`config.mk`:
```
export PLATFORM = sky130hd
export DESIGN_NAME = cpu_run_sequencer
export DESIGN_NICKNAME = d
export VERILOG_FILES = /design/src/rtl/cpu_seq_pkg.sv /design/src/rtl/sat_counter.sv /design/src/rtl/cpu_run_sequencer.sv
export SDC_FILE = /design/constraint.sdc
export NUM_CORES = 1
export LEC_CHECK = 0
export BUFFER_PORTS_ARGS = -buffer_cell sky130_fd_sc_hd__buf_2
export CAP_MARGIN = 30
export CORE_ASPECT_RATIO = 0.7
export CORE_MARGIN = 2
export CORE_UTILIZATION = 52
export DETAILED_ROUTE_END_ITERATION = 6
export GPL_TIMING_DRIVEN = 0
export PLACE_DENSITY = 0.81
export SYNTH_ARGS = -nofsm -noshare
export SYNTH_HDL_FRONTEND = slang
export SYNTH_SLANG_ARGS = --single-unit
export TNS_END_PERCENT = 20
```
`constraint.sdc`:
```
create_clock -name Clk -period 1.7 [get_ports Clk]
set_input_delay 0.085 -clock Clk [delete_from_list [all_inputs] [get_ports Clk]]
set_output_delay 0.085 -clock Clk [all_outputs]
set_load 0.01 [all_outputs]
```
`src/rtl/cpu_seq_pkg.sv`:
```
// Shared definitions for CPU-level controllers: sequencer state encoding and default widths.
package cpu_seq_pkg;

    typedef enum logic [2:0] {
        IDLE,
        RST,
        START,
        WAIT,
        NEXT,
        DONE
    } seq_state_t;

    localparam int DEF_PROG_W = 2;
    localparam int DEF_CNT_W  = 16;

endpackage

```
`src/rtl/sat_counter.sv`:
```
// Saturating cycle counter: load to 1, increment, hold at all-ones, flag when next value hits LIMIT.
module sat_counter #(
    parameter int CNT_W = 16,
    parameter int LIMIT = 4096
) (
    input  logic             clk,
    input  logic             rst_n,
    input  logic             load,
    input  logic             inc,
    output logic [CNT_W-1:0] next_count,
    output logic             at_limit
);

    logic [CNT_W-1:0] count;

    // next_count is the count including the current cycle, so callers can capture it on exit
    assign next_count = (count == {CNT_W{1'b1}}) ? count : count + CNT_W'(1);
    assign at_limit   = (64'(next_count) == 64'(LIMIT));

    always_ff @(posedge clk or negedge rst_n) begin
        if (!rst_n) begin
            count <= '0;
        end else if (load) begin
            count <= CNT_W'(1);
        end else if (inc) begin
            count <= next_count;
        end
    end

endmodule

```
`src/rtl/cpu_run_sequencer.sv`:
```
// Runs CPU programs 0..NumProgs-1 back to back and reports per-program cycle counts.
// Optional watchdog enabled by defining RUN_WATCHDOG_EN.
module cpu_run_sequencer
    import cpu_seq_pkg::*;
#(
    parameter int PROG_W     = DEF_PROG_W,
    parameter int RST_CYCLES = 2,
    parameter int CNT_W      = DEF_CNT_W,
    parameter int WDOG_LIMIT = 4096
) (
    input  logic              Clk,
    input  logic              Reset,
    input  logic              Go,
    input  logic [PROG_W:0]   NumProgs,
    output logic              CpuReset,
    output logic              CpuStart,
    output logic [PROG_W-1:0] CpuProgSel,
    input  logic              CpuAck,
    output logic              RunValid,
    output logic [PROG_W-1:0] RunIdx,
    output logic [CNT_W-1:0]  RunCycles,
    output logic              Busy,
    output logic              Done,
    output logic              Timeout
);

    localparam int RC_W = $clog2(RST_CYCLES + 1);
    localparam logic [PROG_W:0] MAX_PROGS = (PROG_W + 1)'(2 ** PROG_W);

    seq_state_t        state, state_n;
    logic [PROG_W-1:0] idx;
    logic [PROG_W:0]   num, num_clamped;
    logic [RC_W-1:0]   rst_cnt;
    logic              cnt_load, cnt_inc, at_limit, wdog_hit, last_prog, go_ok;
    logic [CNT_W-1:0]  count_next;

    assign num_clamped = (NumProgs > MAX_PROGS) ? MAX_PROGS : NumProgs;
    assign last_prog   = (({1'b0, idx} + (PROG_W + 1)'(1)) == num);
    assign go_ok       = Go && ((state == IDLE) || (state == DONE));

    sat_counter #(
        .CNT_W (CNT_W),
        .LIMIT (WDOG_LIMIT)
    ) u_cnt (
        .clk        (Clk),
        .rst_n      (Reset),
        .load       (cnt_load),
        .inc        (cnt_inc),
        .next_count (count_next),
        .at_limit   (at_limit)
    );

`ifdef RUN_WATCHDOG_EN
    // A same-cycle Ack takes priority over the watchdog
    assign wdog_hit = at_limit && !CpuAck;

    always_ff @(posedge Clk or negedge Reset) begin
        if (!Reset) begin
            Timeout <= 1'b0;
        end else if (go_ok) begin
            Timeout <= 1'b0;
        end else if ((state == WAIT) && wdog_hit) begin
            Timeout <= 1'b1;
        end
    end
`else
    logic unused_limit;
    assign unused_limit = at_limit;
    assign wdog_hit     = 1'b0;
    assign Timeout      = 1'b0;
`endif

    always_comb begin
        state_n  = state;
        cnt_load = 1'b0;
        cnt_inc  = 1'b0;
        case (state)
            IDLE, DONE: if (Go) state_n = (NumProgs == '0) ? DONE : RST;
            RST:        if (rst_cnt == RC_W'(RST_CYCLES - 1)) state_n = START;
            START: begin
                cnt_load = 1'b1;
                state_n  = WAIT;
            end
            WAIT: begin
                cnt_inc = 1'b1;
                if (CpuAck || wdog_hit) state_n = NEXT;
            end
            NEXT:       state_n = last_prog ? DONE : RST;
            default:    state_n = IDLE;
        endcase
    end

    always_ff @(posedge Clk or negedge Reset) begin
        if (!Reset) begin
            state     <= IDLE;
            idx       <= '0;
            num       <= '0;
            rst_cnt   <= '0;
            RunIdx    <= '0;
            RunCycles <= '0;
        end else begin
            state <= state_n;
            case (state)
                IDLE, DONE: begin
                    if (Go) begin
                        num <= num_clamped;
                        idx <= '0;
                    end
                end
                RST:  rst_cnt <= (state_n == START) ? '0 : rst_cnt + RC_W'(1);
                WAIT: begin
                    if (state_n == NEXT) begin
                        RunIdx    <= idx;
                        RunCycles <= count_next;
                    end
                end
                NEXT: if (!last_prog) idx <= idx + PROG_W'(1);
                default: ;
            endcase
        end
    end

    assign CpuReset   = (state == IDLE) || (state == RST) || (state == DONE);
    assign CpuStart   = (state == START);
    assign CpuProgSel = idx;
    assign RunValid   = (state == NEXT);
    assign Busy       = !((state == IDLE) || (state == DONE));
    assign Done       = (state == DONE);

endmodule

```
==> results.sh <==
export IMPL_clock_root_buffer="clkbuf_8"
export IMPL_clock_latency_ns=0.30
export IMPL_endpoint="RunCycles[7]"
export IMPL_pre_cts_ws_ns=-0.358
export IMPL_final_common_cell="nand2_1"
export IMPL_r2r_start="u_cnt.count[9]"
export IMPL_p_leak_uw=0.00147
export IMPL_post_route_min_period_ns=1.77
export IMPL_dp_hpwl_um=4260
export IMPL_gr_total_overflow=0
export IMPL_wl_met1_um=2970
export IMPL_vias_per_cell=5.88
export IMPL_drv_slew=0
export IMPL_drive_gt1_share_pct=36.8
export IMPL_maxCapViolCount=0
export IMPL_grt_pass1_vias=2077
export IMPL_synth_distinct_cells=50
export IMPL_highest_layer="met4"
export IMPL_outcome="finished, violations left"
export IMPL_yosysTopAreaCell="dfrtp_1"
export IMPL_row_count=20
export IMPL_wirelength_um=6630
export IMPL_period_share_pct=104
export IMPL_synth_seq_cells=44
export IMPL_finalSetupViolCount=7
export IMPL_layout_nets=335
export IMPL_core_mm2=0.00443
export IMPL_synth_yosys_seq_area_share_pct=45.2
export IMPL_grt_pass1_wl_um=10200
export IMPL_antenna_found_initial=0
export IMPL_cts_tree="yes"
export IMPL_synthDominantCellAreaShare_pct=45.2
export IMPL_ios=33
export IMPL_numCtsBuffers=5
export IMPL_clk_pin_slew_ns=0.09
export IMPL_cp_start_kind="flop"
export IMPL_power_density_mw_per_mm2=1280
export IMPL_skew_ns=0.00829
export IMPL_grt_max_degree=26
export IMPL_die_h_um=61.3
export IMPL_syn_cell_area_mm2=0.00244
export IMPL_final_hold_viol_count=0
export IMPL_gp_congestion=0.887
export IMPL_wl_per_cell_um=17.4
export IMPL_violations="design-rule violations, negative setup slack"
export IMPL_required_ns=1.88
export IMPL_crit_start="u_cnt.count[9]"
export IMPL_wl_met2_um=3060
export IMPL_drtIter0Drc=216
export IMPL_grt_usage_pct=25.7
export IMPL_synth_warning_count=0
export IMPL_hold_class="in2reg"
export IMPL_cts_sinks=44
export IMPL_avgSynthCellArea_um2=9.06
export IMPL_r2r_end="RunCycles[7]"
export IMPL_dpl_cell_area_mm2=0.00270
export IMPL_syn_nets=279
export IMPL_arrival_ns=1.95
export IMPL_final_setup_worst_slack_ns=-0.0701
export IMPL_die_x_um=85.8
export IMPL_area_growth_pct=28.7
export IMPL_antenna_cells=0
export IMPL_drc=2
export IMPL_die_area_mm2=0.00526
export IMPL_drt_first_pass_iters=7
export IMPL_endpoint_kind="flop"
export IMPL_htreeDepth=2
export IMPL_synthCells=269
export IMPL_design_area_mm2=0.00313
export IMPL_peakVddDrop_mv=0.852
export IMPL_wl_met3_um=429
export IMPL_antenna_left=0
export IMPL_num_vias=2239
export IMPL_rsz0062_at_grt="yes"
export IMPL_reg2regPathDepth=6
export IMPL_synthTopCellsByArea="dfrtp_1, nand2_1, o21ai_0"
export IMPL_port_buffers=31
export IMPL_max_freq_mhz=565
export IMPL_cts_path_max_buffers=2
export IMPL_crit_type="reg2reg"
export IMPL_reg2reg_slack_ns=-0.07
export IMPL_path_max_fanout=5
export IMPL_final_cell_mix="nand2_1, dfrtp_1, buf_2"
export IMPL_initial_core_util_pct=55.0
==> metrics by stage <==
stage,hold WS [ns],TNS [ns],cells,utilization (%),total power (µW)
floorplan,-0.211,-0.00292,269,-,2480
global placement,0.302,-5.05,355,60.4,2880
detailed placement,0.0729,-4.83,356,60.9,2960
CTS,0.0452,-0.134,374,66.8,3890
global route,0.0705,-1.37,381,70.8,4250
finish,0.0531,-0.254,381,70.8,4000
==> repair_timing <==
item / CTS / global route
hold buffers: 1 / 0
buffers inserted: 9 / 8
gates resized for setup: 23 / 33
endpoints found under the hold margin: 19 / 0
cloned: 0 / 0
endpoints found under the setup margin: 31 / 40
pin swaps: 9 / 8
==> Yosys cell counts, drive strengths merged <==
| master | number |
|---|---|
| a211oi | 2 |
| a21o | 4 |
| a21oi | 14 |
| a22o | 1 |
| a22oi | 2 |
| a2bb2oi | 1 |
| a31oi | 8 |
| and2 | 3 |
| and2b | 1 |
| and3 | 4 |
| and4 | 1 |
| buf | 7 |
| clkbuf | 6 |
| conb | 1 |
| dfrtp | 44 |
| ha | 3 |
| inv | 9 |
| mux2 | 2 |
| mux2i | 1 |
| nand2 | 38 |
| nand2b | 6 |
| nand3 | 16 |
| nand4 | 3 |
| nor2 | 23 |
| nor2b | 1 |
| nor3 | 11 |
| nor3b | 1 |
| nor4 | 4 |
| o2111ai | 1 |
| o211ai | 1 |
| o21a | 1 |
| o21ai | 27 |
| o311ai | 2 |
| o31ai | 4 |
| or3 | 3 |
| or4 | 1 |
| xnor2 | 6 |
| xor2 | 6 |
==> kinds of logic (layout without fill, tap and decap cells) <==
kind of cell	Yosys count	count (layout)	synth area share [%]
AO/OA/AOI/OAI	68	68	16.6
adder cells (fa/ha/maj)	3	3	1.54
AND/OR/NAND/NOR	116	116	26.0
flip-flops	44	44	45.2
multiplexers	3	3	1.34
buffers and inverters	22	79	4.83
other	1	1	0.154
XOR/XNOR	12	12	4.31
==> how the worst min path moves through the flow <==
stage | from | end | slack, ns | cells past startpoint
floorplan | Reset | CpuProgSel[0] | -0.21 | 0
global placement | Reset | rst_cnt[1] | 0.30 | 1
detailed placement | Reset | state[1] | 0.07 | 1
CTS | NumProgs[2] | num[2] | 0.05 | 2
global route | Go | state[2] | 0.07 | 2
finish | NumProgs[2] | num[2] | 0.05 | 2
==> registers in the layout, indices dropped and copies added, names as in the netlist <==
name / cells
CpuProgSel: 2
RunCycles: 16
RunIdx: 2
num: 3
rst_cnt: 2
state: 3
u_cnt.count: 16
==> critical path, cell delays in order (launching register included) <==
cell and delay, ns:
dfrtp_2 0.44, nand4_4 0.16, buf_4 0.18, or4_4 0.45, and3_4 0.23, xnor2_2 0.12
o21ai_1 0.07
==> layout make-up <==
| type | instances | area, µm² |
|---|---|---|
| well taps | 55 | 68.8 |
| multi-input cells | 203 | 1390 |
| fillers | 346 | 1290 |
| flip-flops and latches | 44 | 1120 |
| inverters | 9 | 33.8 |
| plain buffers | 12 | 88.8 |
| clock inverters | 2 | 38.8 |
| repair buffers | 50 | 320 |
| clock buffers | 6 | 82.6 |
==> layer usage <==
metal / global-route usage, % / vias up
met5: 0 / -
met3: 4.83 / 18
met1: 35.9 / 1058
met2: 40.1 / 99
met4: 11.3 / 0
li1: - / 1064
==> power breakdown <==
group	total, µW	internal, µW	switching [µW]
Sequential	1540	1300	238
Clock	851	481	370
Combinational	1610	665	944
Total	4000	2450	1550
(Power assumes the default switching activity.)
